$ cat src/rtl/axi_pkg.sv
// Shared AXI3 encodings and channel FSM state types for the register-file secondary.
package axi_pkg;

  typedef enum logic [1:0] {
    OKAY   = 2'b00,
    EXOKAY = 2'b01,
    SLVERR = 2'b10,
    DECERR = 2'b11
  } resp_t;

  typedef enum logic [1:0] {
    FIXED = 2'b00,
    INCR  = 2'b01,
    WRAP  = 2'b10
  } burst_t;

  typedef enum logic [1:0] {
    W_IDLE,
    W_DATA,
    W_RESP
  } wr_state_t;

  typedef enum logic {
    R_IDLE,
    R_DATA
  } rd_state_t;

  // Only FIXED and INCR are served; WRAP and the reserved encoding are errors.
  function automatic logic burst_supported(input logic [1:0] burst);
    return (burst == FIXED) || (burst == INCR);
  endfunction

endpackage

$ cat src/rtl/axi_reg_bank.sv
// Register storage with byte-strobe merge, read-only masking, flat export and per-register write strobes.
module axi_reg_bank
  import axi_pkg::*;
#(
  parameter int                  DATA_WIDTH = 32,
  parameter int                  NUM_REGS   = 16,
  parameter logic [NUM_REGS-1:0] RO_MASK    = '0,
  parameter int                  BANK_AW    = $clog2(NUM_REGS)
) (
  input  logic                           clk,
  input  logic                           rst,
  input  logic                           wr_en,
  input  logic [BANK_AW-1:0]             wr_addr,
  input  logic [DATA_WIDTH-1:0]          wr_data,
  input  logic [DATA_WIDTH/8-1:0]        wr_strb,
  input  logic [BANK_AW-1:0]             rd_addr,
  output logic [DATA_WIDTH-1:0]          rd_data,
  output logic [NUM_REGS*DATA_WIDTH-1:0] regs_o,
  output logic [NUM_REGS-1:0]            wr_pulse_o
);

  localparam int STRB_W = DATA_WIDTH / 8;

  logic [DATA_WIDTH-1:0] regs_q [NUM_REGS];
  logic [DATA_WIDTH-1:0] regs_d [NUM_REGS];
  logic [NUM_REGS-1:0]   wr_pulse_q;
  logic [NUM_REGS-1:0]   wr_pulse_d;

  // Merge enabled bytes into the addressed register unless it is read-only.
  always_comb begin
    regs_d     = regs_q;
    wr_pulse_d = '0;
    if (wr_en && !RO_MASK[wr_addr]) begin
      for (int b = 0; b < STRB_W; b++) begin
        if (wr_strb[b]) begin
          regs_d[wr_addr][b*8 +: 8] = wr_data[b*8 +: 8];
        end
      end
      wr_pulse_d[wr_addr] = 1'b1;
    end
  end

  // Register state and the one-cycle write strobes.
  always_ff @(posedge clk or posedge rst) begin
    if (rst) begin
      for (int i = 0; i < NUM_REGS; i++) begin
        regs_q[i] <= '0;
      end
      wr_pulse_q <= '0;
    end else begin
      regs_q     <= regs_d;
      wr_pulse_q <= wr_pulse_d;
    end
  end

  // Read port sees pre-write contents, so a same-cycle read returns the old value.
  assign rd_data    = regs_q[rd_addr];
  assign wr_pulse_o = wr_pulse_q;

  for (genvar g = 0; g < NUM_REGS; g++) begin : g_export
    assign regs_o[g*DATA_WIDTH +: DATA_WIDTH] = regs_q[g];
  end

endmodule

$ cat src/rtl/axi_regfile_secondary.sv
// AXI3 CSR secondary: independent write/read FSMs in front of a parametrised register bank.
module axi_regfile_secondary
  import axi_pkg::*;
#(
  parameter int                  DATA_WIDTH = 32,
  parameter int                  ADDR_WIDTH = 12,
  parameter int                  ID_WIDTH   = 4,
  parameter int                  NUM_REGS   = 16,
  parameter logic [NUM_REGS-1:0] RO_MASK    = '0
) (
  input  logic                           aclk,
  input  logic                           areset,
  input  logic [ID_WIDTH-1:0]            awid,
  input  logic [ADDR_WIDTH-1:0]          awaddr,
  input  logic [3:0]                     awlen,
  input  logic [2:0]                     awsize,
  input  logic [1:0]                     awburst,
  input  logic                           awvalid,
  output logic                           awready,
  input  logic [ID_WIDTH-1:0]            wid,
  input  logic [DATA_WIDTH-1:0]          wdata,
  input  logic [DATA_WIDTH/8-1:0]        wstrb,
  input  logic                           wlast,
  input  logic                           wvalid,
  output logic                           wready,
  output logic [ID_WIDTH-1:0]            bid,
  output logic [1:0]                     bresp,
  output logic                           bvalid,
  input  logic                           bready,
  input  logic [ID_WIDTH-1:0]            arid,
  input  logic [ADDR_WIDTH-1:0]          araddr,
  input  logic [3:0]                     arlen,
  input  logic [2:0]                     arsize,
  input  logic [1:0]                     arburst,
  input  logic                           arvalid,
  output logic                           arready,
  output logic [ID_WIDTH-1:0]            rid,
  output logic [DATA_WIDTH-1:0]          rdata,
  output logic [1:0]                     rresp,
  output logic                           rlast,
  output logic                           rvalid,
  input  logic                           rready,
  output logic [NUM_REGS*DATA_WIDTH-1:0] regs_o,
  output logic [NUM_REGS-1:0]            wr_pulse_o
);

  localparam int SIZE_LOG = $clog2(DATA_WIDTH / 8);
  localparam int IDX_W    = ADDR_WIDTH - SIZE_LOG;
  localparam int BANK_AW  = $clog2(NUM_REGS);
  localparam logic [IDX_W-1:0] NUM_REGS_IDX = IDX_W'(NUM_REGS);
  localparam logic [IDX_W-1:0] IDX_ONE      = IDX_W'(1);

  // Write channel state
  wr_state_t           w_state_q, w_state_d;
  logic                awready_q, awready_d;
  logic                wready_q, wready_d;
  logic                bvalid_q, bvalid_d;
  logic [ID_WIDTH-1:0] bid_q, bid_d;
  logic [1:0]          bresp_q, bresp_d;
  logic [ID_WIDTH-1:0] w_id_q, w_id_d;
  logic [IDX_W-1:0]    w_idx_q, w_idx_d;
  logic [3:0]          w_len_q, w_len_d;
  logic [3:0]          w_cnt_q, w_cnt_d;
  logic                w_fixed_q, w_fixed_d;
  logic                w_cmd_err_q, w_cmd_err_d;
  logic                w_resp_err_q, w_resp_err_d;
  logic                w_beat_err, w_last_beat, bank_wr_en;

  // Read channel state
  rd_state_t             r_state_q, r_state_d;
  logic                  arready_q, arready_d;
  logic                  rvalid_q, rvalid_d;
  logic                  rlast_q, rlast_d;
  logic [ID_WIDTH-1:0]   rid_q, rid_d;
  logic [1:0]            rresp_q, rresp_d;
  logic [DATA_WIDTH-1:0] rdata_q, rdata_d;
  logic [IDX_W-1:0]      r_idx_q, r_idx_d;
  logic [3:0]            r_len_q, r_len_d;
  logic [3:0]            r_cnt_q, r_cnt_d;
  logic                  r_fixed_q, r_fixed_d;
  logic                  r_cmd_err_q, r_cmd_err_d;
  logic                  rd_load, rd_clear, rd_cmd_err, rd_beat_err;
  logic [IDX_W-1:0]      rd_idx;
  logic [DATA_WIDTH-1:0] bank_rd_data;

  // wid is meaningless without interleaving; the low address bits only select bytes.
  logic unused_inputs;
  assign unused_inputs = ^{wid, awaddr[SIZE_LOG-1:0], araddr[SIZE_LOG-1:0]};

  // Write FSM: latch AW, apply one beat per W handshake, then hold the response until bready.
  always_comb begin
    w_state_d    = w_state_q;
    awready_d    = awready_q;
    wready_d     = wready_q;
    bvalid_d     = bvalid_q;
    bid_d        = bid_q;
    bresp_d      = bresp_q;
    w_id_d       = w_id_q;
    w_idx_d      = w_idx_q;
    w_len_d      = w_len_q;
    w_cnt_d      = w_cnt_q;
    w_fixed_d    = w_fixed_q;
    w_cmd_err_d  = w_cmd_err_q;
    w_resp_err_d = w_resp_err_q;
    w_beat_err   = 1'b0;
    w_last_beat  = 1'b0;
    bank_wr_en   = 1'b0;
    case (w_state_q)
      W_IDLE: begin
        if (awvalid) begin
          w_id_d       = awid;
          w_idx_d      = awaddr[ADDR_WIDTH-1:SIZE_LOG];
          w_len_d      = awlen;
          w_cnt_d      = '0;
          w_fixed_d    = (awburst == FIXED);
          w_cmd_err_d  = (awsize != 3'(SIZE_LOG)) || !burst_supported(awburst);
          w_resp_err_d = 1'b0;
          w_state_d    = W_DATA;
          awready_d    = 1'b0;
          wready_d     = 1'b1;
        end
      end
      W_DATA: begin
        if (wvalid) begin
          w_beat_err   = w_cmd_err_q || (w_idx_q >= NUM_REGS_IDX);
          w_last_beat  = (w_cnt_q == w_len_q);
          bank_wr_en   = !w_beat_err;
          w_resp_err_d = w_resp_err_q || w_beat_err || (wlast != w_last_beat);
          w_cnt_d      = w_cnt_q + 4'd1;
          if (!w_fixed_q) begin
            w_idx_d = w_idx_q + IDX_ONE;
          end
          if (w_last_beat) begin
            w_state_d = W_RESP;
            wready_d  = 1'b0;
            bvalid_d  = 1'b1;
            bid_d     = w_id_q;
            bresp_d   = w_resp_err_d ? SLVERR : OKAY;
          end
        end
      end
      W_RESP: begin
        if (bready) begin
          w_state_d = W_IDLE;
          bvalid_d  = 1'b0;
          awready_d = 1'b1;
        end
      end
      default: begin
        w_state_d = W_IDLE;
        awready_d = 1'b1;
        wready_d  = 1'b0;
        bvalid_d  = 1'b0;
      end
    endcase
  end

  // Write channel registers; reset abandons any burst without a response.
  always_ff @(posedge aclk or posedge areset) begin
    if (areset) begin
      w_state_q    <= W_IDLE;
      awready_q    <= 1'b1;
      wready_q     <= 1'b0;
      bvalid_q     <= 1'b0;
      bid_q        <= '0;
      bresp_q      <= '0;
      w_id_q       <= '0;
      w_idx_q      <= '0;
      w_len_q      <= '0;
      w_cnt_q      <= '0;
      w_fixed_q    <= 1'b0;
      w_cmd_err_q  <= 1'b0;
      w_resp_err_q <= 1'b0;
    end else begin
      w_state_q    <= w_state_d;
      awready_q    <= awready_d;
      wready_q     <= wready_d;
      bvalid_q     <= bvalid_d;
      bid_q        <= bid_d;
      bresp_q      <= bresp_d;
      w_id_q       <= w_id_d;
      w_idx_q      <= w_idx_d;
      w_len_q      <= w_len_d;
      w_cnt_q      <= w_cnt_d;
      w_fixed_q    <= w_fixed_d;
      w_cmd_err_q  <= w_cmd_err_d;
      w_resp_err_q <= w_resp_err_d;
    end
  end

  // Read FSM control: pick which index to load into the output register this cycle.
  always_comb begin
    r_state_d   = r_state_q;
    arready_d   = arready_q;
    rvalid_d    = rvalid_q;
    rlast_d     = rlast_q;
    rid_d       = rid_q;
    r_idx_d     = r_idx_q;
    r_len_d     = r_len_q;
    r_cnt_d     = r_cnt_q;
    r_fixed_d   = r_fixed_q;
    r_cmd_err_d = r_cmd_err_q;
    rd_load     = 1'b0;
    rd_clear    = 1'b0;
    rd_idx      = r_idx_q;
    rd_cmd_err  = r_cmd_err_q;
    case (r_state_q)
      R_IDLE: begin
        if (arvalid) begin
          rid_d       = arid;
          r_idx_d     = araddr[ADDR_WIDTH-1:SIZE_LOG];
          r_len_d     = arlen;
          r_cnt_d     = '0;
          r_fixed_d   = (arburst == FIXED);
          r_cmd_err_d = (arsize != 3'(SIZE_LOG)) || !burst_supported(arburst);
          r_state_d   = R_DATA;
          arready_d   = 1'b0;
          rvalid_d    = 1'b1;
          rlast_d     = (arlen == 4'd0);
          rd_load     = 1'b1;
          rd_idx      = r_idx_d;
          rd_cmd_err  = r_cmd_err_d;
        end
      end
      R_DATA: begin
        if (rready) begin
          if (r_cnt_q == r_len_q) begin
            r_state_d = R_IDLE;
            arready_d = 1'b1;
            rvalid_d  = 1'b0;
            rlast_d   = 1'b0;
            rd_clear  = 1'b1;
          end else begin
            r_cnt_d = r_cnt_q + 4'd1;
            if (!r_fixed_q) begin
              r_idx_d = r_idx_q + IDX_ONE;
            end
            rlast_d = (r_cnt_d == r_len_q);
            rd_load = 1'b1;
            rd_idx  = r_idx_d;
          end
        end
      end
      default: begin
        r_state_d = R_IDLE;
        arready_d = 1'b1;
        rvalid_d  = 1'b0;
        rlast_d   = 1'b0;
      end
    endcase
  end

  // Read data path: sample the bank for the chosen index, zeroing error beats.
  always_comb begin
    rdata_d     = rdata_q;
    rresp_d     = rresp_q;
    rd_beat_err = 1'b0;
    if (rd_load) begin
      rd_beat_err = rd_cmd_err || (rd_idx >= NUM_REGS_IDX);
      rdata_d     = rd_beat_err ? '0 : bank_rd_data;
      rresp_d     = rd_beat_err ? SLVERR : OKAY;
    end else if (rd_clear) begin
      rdata_d = '0;
      rresp_d = OKAY;
    end
  end

  // Read channel registers; data and response hold while the beat is stalled.
  always_ff @(posedge aclk or posedge areset) begin
    if (areset) begin
      r_state_q   <= R_IDLE;
      arready_q   <= 1'b1;
      rvalid_q    <= 1'b0;
      rlast_q     <= 1'b0;
      rid_q       <= '0;
      rresp_q     <= '0;
      rdata_q     <= '0;
      r_idx_q     <= '0;
      r_len_q     <= '0;
      r_cnt_q     <= '0;
      r_fixed_q   <= 1'b0;
      r_cmd_err_q <= 1'b0;
    end else begin
      r_state_q   <= r_state_d;
      arready_q   <= arready_d;
      rvalid_q    <= rvalid_d;
      rlast_q     <= rlast_d;
      rid_q       <= rid_d;
      rresp_q     <= rresp_d;
      rdata_q     <= rdata_d;
      r_idx_q     <= r_idx_d;
      r_len_q     <= r_len_d;
      r_cnt_q     <= r_cnt_d;
      r_fixed_q   <= r_fixed_d;
      r_cmd_err_q <= r_cmd_err_d;
    end
  end

  axi_reg_bank #(
    .DATA_WIDTH (DATA_WIDTH),
    .NUM_REGS   (NUM_REGS),
    .RO_MASK    (RO_MASK),
    .BANK_AW    (BANK_AW)
  ) u_bank (
    .clk        (aclk),
    .rst        (areset),
    .wr_en      (bank_wr_en),
    .wr_addr    (w_idx_q[BANK_AW-1:0]),
    .wr_data    (wdata),
    .wr_strb    (wstrb),
    .rd_addr    (rd_idx[BANK_AW-1:0]),
    .rd_data    (bank_rd_data),
    .regs_o     (regs_o),
    .wr_pulse_o (wr_pulse_o)
  );

  assign awready = awready_q;
  assign wready  = wready_q;
  assign bvalid  = bvalid_q;
  assign bid     = bid_q;
  assign bresp   = bresp_q;
  assign arready = arready_q;
  assign rvalid  = rvalid_q;
  assign rlast   = rlast_q;
  assign rid     = rid_q;
  assign rresp   = rresp_q;
  assign rdata   = rdata_q;

endmodule
$ cat config.mk
export PLATFORM = sky130hd
export DESIGN_NAME = axi_regfile_secondary
export DESIGN_NICKNAME = d
export VERILOG_FILES = /design/src/rtl/axi_pkg.sv /design/src/rtl/axi_reg_bank.sv /design/src/rtl/axi_regfile_secondary.sv
export SDC_FILE = /design/constraint.sdc
export NUM_CORES = 1
export LEC_CHECK = 0
export BUFFER_PORTS_ARGS = -buffer_cell sky130_fd_sc_hd__buf_4
export CELL_PAD_IN_SITES_DETAIL_PLACEMENT = 1
export CELL_PAD_IN_SITES_GLOBAL_PLACEMENT = 2
export CORE_ASPECT_RATIO = 0.6
export CORE_MARGIN = 2
export CORE_UTILIZATION = 38
export DETAILED_ROUTE_END_ITERATION = 12
export PLACE_DENSITY_LB_ADDON = 0.1
export SKIP_CTS_REPAIR_TIMING = 1
export SLEW_MARGIN = 40
export SYNTH_ARGS = -nofsm -noshare
export SYNTH_HDL_FRONTEND = slang
export SYNTH_SLANG_ARGS = --single-unit
export TNS_END_PERCENT = 20
$ cat constraint.sdc
create_clock -name aclk -period 67.9 [get_ports aclk]
set_input_delay 13.58 -clock aclk [delete_from_list [all_inputs] [get_ports aclk]]
set_output_delay 13.58 -clock aclk [all_outputs]
set_load 0.01 [all_outputs]
==> out/results.ini <==
[die]
pin_count=676
core-area_um2=75830
die_w_um=362.0
die_y_um=218.8
fp-row-count=78
initial_core_util_pct=38.53
dieArea_um2=79200

[timing]
holdWs_ns=0.4783
fin_skew_ns=0.02285
setup_viol=0
period_share_pct=24.96
relSlewSlack_pct=40.76
hold_viol=0
maxSlewViolCount=0
rsz0062_at_grt=false
worst_pin_slew_ns=0.8661
fin_crit_ns=16.95
setup_tns_ns=0
max_freq_mhz=59.01

[finish]
areaGrowthSynthToFinish_pct=27.32
seqCellArea_um2=15620
final_cells=3991
n_fill_cell=7905
nets=3051
fin_util_pct=49.06
post_route_cells_drive_above_1_share_pct=44.87
diodes=0
multi_input_area_um2=12750

[pwr]
ir_worst_vdd_mv=0.05076
sw_frac_of_total_pct=44.25
seq_power_share_pct=30.4
clock_power_share_pct=26.9
p_sw_uw=610.3
power-per-cell-area_nw_per_um2=37.07
p_leak_nw=19.51
p_int_uw=768.9
comb_power_share_pct=42.6

[worst_setup_path]
arrival_ns=17.48
r2r_cells=11
crit_required_ns=68.43
worstSetupEndpointType=flop
path_cells=buf_4, nor2b_1, o41a_4, mux2i_1, a221oi_4, buf_4, inv_4, buf_6, a2111oi_0, nor4_1, mux2i_1, o21ai_1
crit_fanout=77
critical-path-top-delay-family=buffers and inverters
cpMaxStageDelayCell=nor4_1
reg2reg_slack_ns=63.36
crit_type=input pin to flop
critPathMaxStageDelay_ns=0.65
path_buf_inv=4
startpoint_type=input pin
crit_cells=12

[clock_tree]
cts_buffer_depth=3
cts_tree=done
clk_latency_ns=0.61
cts.sinks=624
htreeDepth=3
clk_pin_slew_ns=0.06
numCtsBuffers=67
clockRootBuffer=clkbuf_16

[synth]
ys.warnings.count=0
yosysTopAreaCell=dfrtp_1
synth_seq_cells=624
yosysTopAreaCellShare_pct=53.27
synthArstFlopShare_pct=100.0
synthTopCellsByArea=dfrtp_1, mux2_2, a2111oi_0
synthFlopType=dfrtp_1
synthesis.area_um2=29220
synth-seq-area-share_pct=53.45
synth_edf_count=0
synth.distinct_cells=61
avgSynthCellArea_um2=12.24
synth_cells=2388

[min_path]
hp-class=flop to flop
min_path_cells=2

[routing]
via_per_inst=5.989
wl_per_cell_um=31.11
wl_um=124200
firstDrtPassIters=5
vias=23901
ant_nets=0
drt_iter0_drc=1925
post-route-drc-count=0

[global_route]
gr-usage-all-layers_pct=30.51
grt_pass1_vias=24606
grt_antenna_before_repair=0
grt_pass1_wl_um=178000
overflow=0
grt_max_degree=159

[place]
place_inst=3876
port_buffers=665
dp_hpwl_um=85410
gp_congestion=0.8396

[run]
cap_violations=0

[outcome]
outcome=finished, final reports clean

==> synth_stat cells (all sizes together) (10+ instances only) <==
library cell	instances
o21ai	48
nand2	188
clkbuf	155
xor2	13
mux2	520
nor2	35
a21oi	21
dfrtp	622
and3	259
nand3	12
inv	10
mux2i	38
nor4	68
buf	56
a2111oi	256
==> cells by family after synthesis <==
family | share of synthesized area [%]
flip-flops | 53.45
AND/OR/NAND/NOR | 11.00
multiplexers | 21.35
AO/OA/AOI/OAI | 9.900
buffers and inverters | 3.310
XOR/XNOR | 0.6723
adder cells (fa/ha/maj) | 0.2997
other | 0.01283
==> layout make-up <==
cell class              count  share of cell area (%)
clock buffers             105                   5.522
clock inverters             9                  0.2758
inverters                  10                  0.1547
multi-input cells        1544                   34.26
flip-flops and latches    624                   41.98
well taps                1000                   3.363
repair buffers            699                   14.45
==> per-stage QoR <==
step,area (um2),power (mW),setup WS [ns]
final,37200,1.379,50.95
after global routing,37200,1.441,50.92
after CTS,37150,1.374,50.79
after detailed placement,35000,0.9996,50.14
after global placement,34890,0.9804,50.00
after floorplan,29220,0.7779,36.85
==> flip-flops by register name (all words and copies together) (netlist names), 10 cells and up <==
name	count
r_idx_q	10
w_idx_q	10
rdata	32
u_bank.regs_o	512
u_bank.wr_pulse_o	16
==> final timing paths <==
check	to	from
worst max-delay path	rdata[30]	rready
worst min-delay path	w_id_q[3]	w_id_q[3]
worst max register to register	rdata[30]	r_len_q[2]
worst min register to register	w_id_q[3]	w_id_q[3]
max in group asynchronous	rdata[19]	areset
min in group asynchronous	rid[0]	areset
==> metal layers <==
layer	GRT usage, %	vias up	wire (um)
li1	-	10211	-
met1	42.66	12584	55120
met2	47.29	910	56390
met3	6.548	196	8488
met4	9.861	0	4177
met5	0	-	0
==> tightest hold or removal path, delay by kind of cell, from the launching register on <==
family        cells  cell delay, ns
simple gates      2            0.11
flops             1            0.34
==> power by group through the flow <==
stage                     sequential [mW]  combinational (mW)  clock [mW]
after global placement              0.424               0.556           0
after floorplan                     0.421               0.356           0
after global routing                0.423               0.624       0.395
after CTS                           0.419               0.576       0.378
after detailed placement            0.426               0.574           0
final                               0.420               0.588       0.371
==> cell usage in the layout, fill, tap and decap left out, types with 34 or more instances in the layout <==
cell	synthesis	routed
nor4_1	67	67
a2111oi_0	255	240
buf_4	6	683
nor2_1	35	34
mux2_2	520	520
and3_1	259	259
nand2_1	188	187
clkbuf_16	0	71
dfrtp_1	622	622
mux2i_1	37	37
Note: power is estimated with default switching activity, not from simulation.
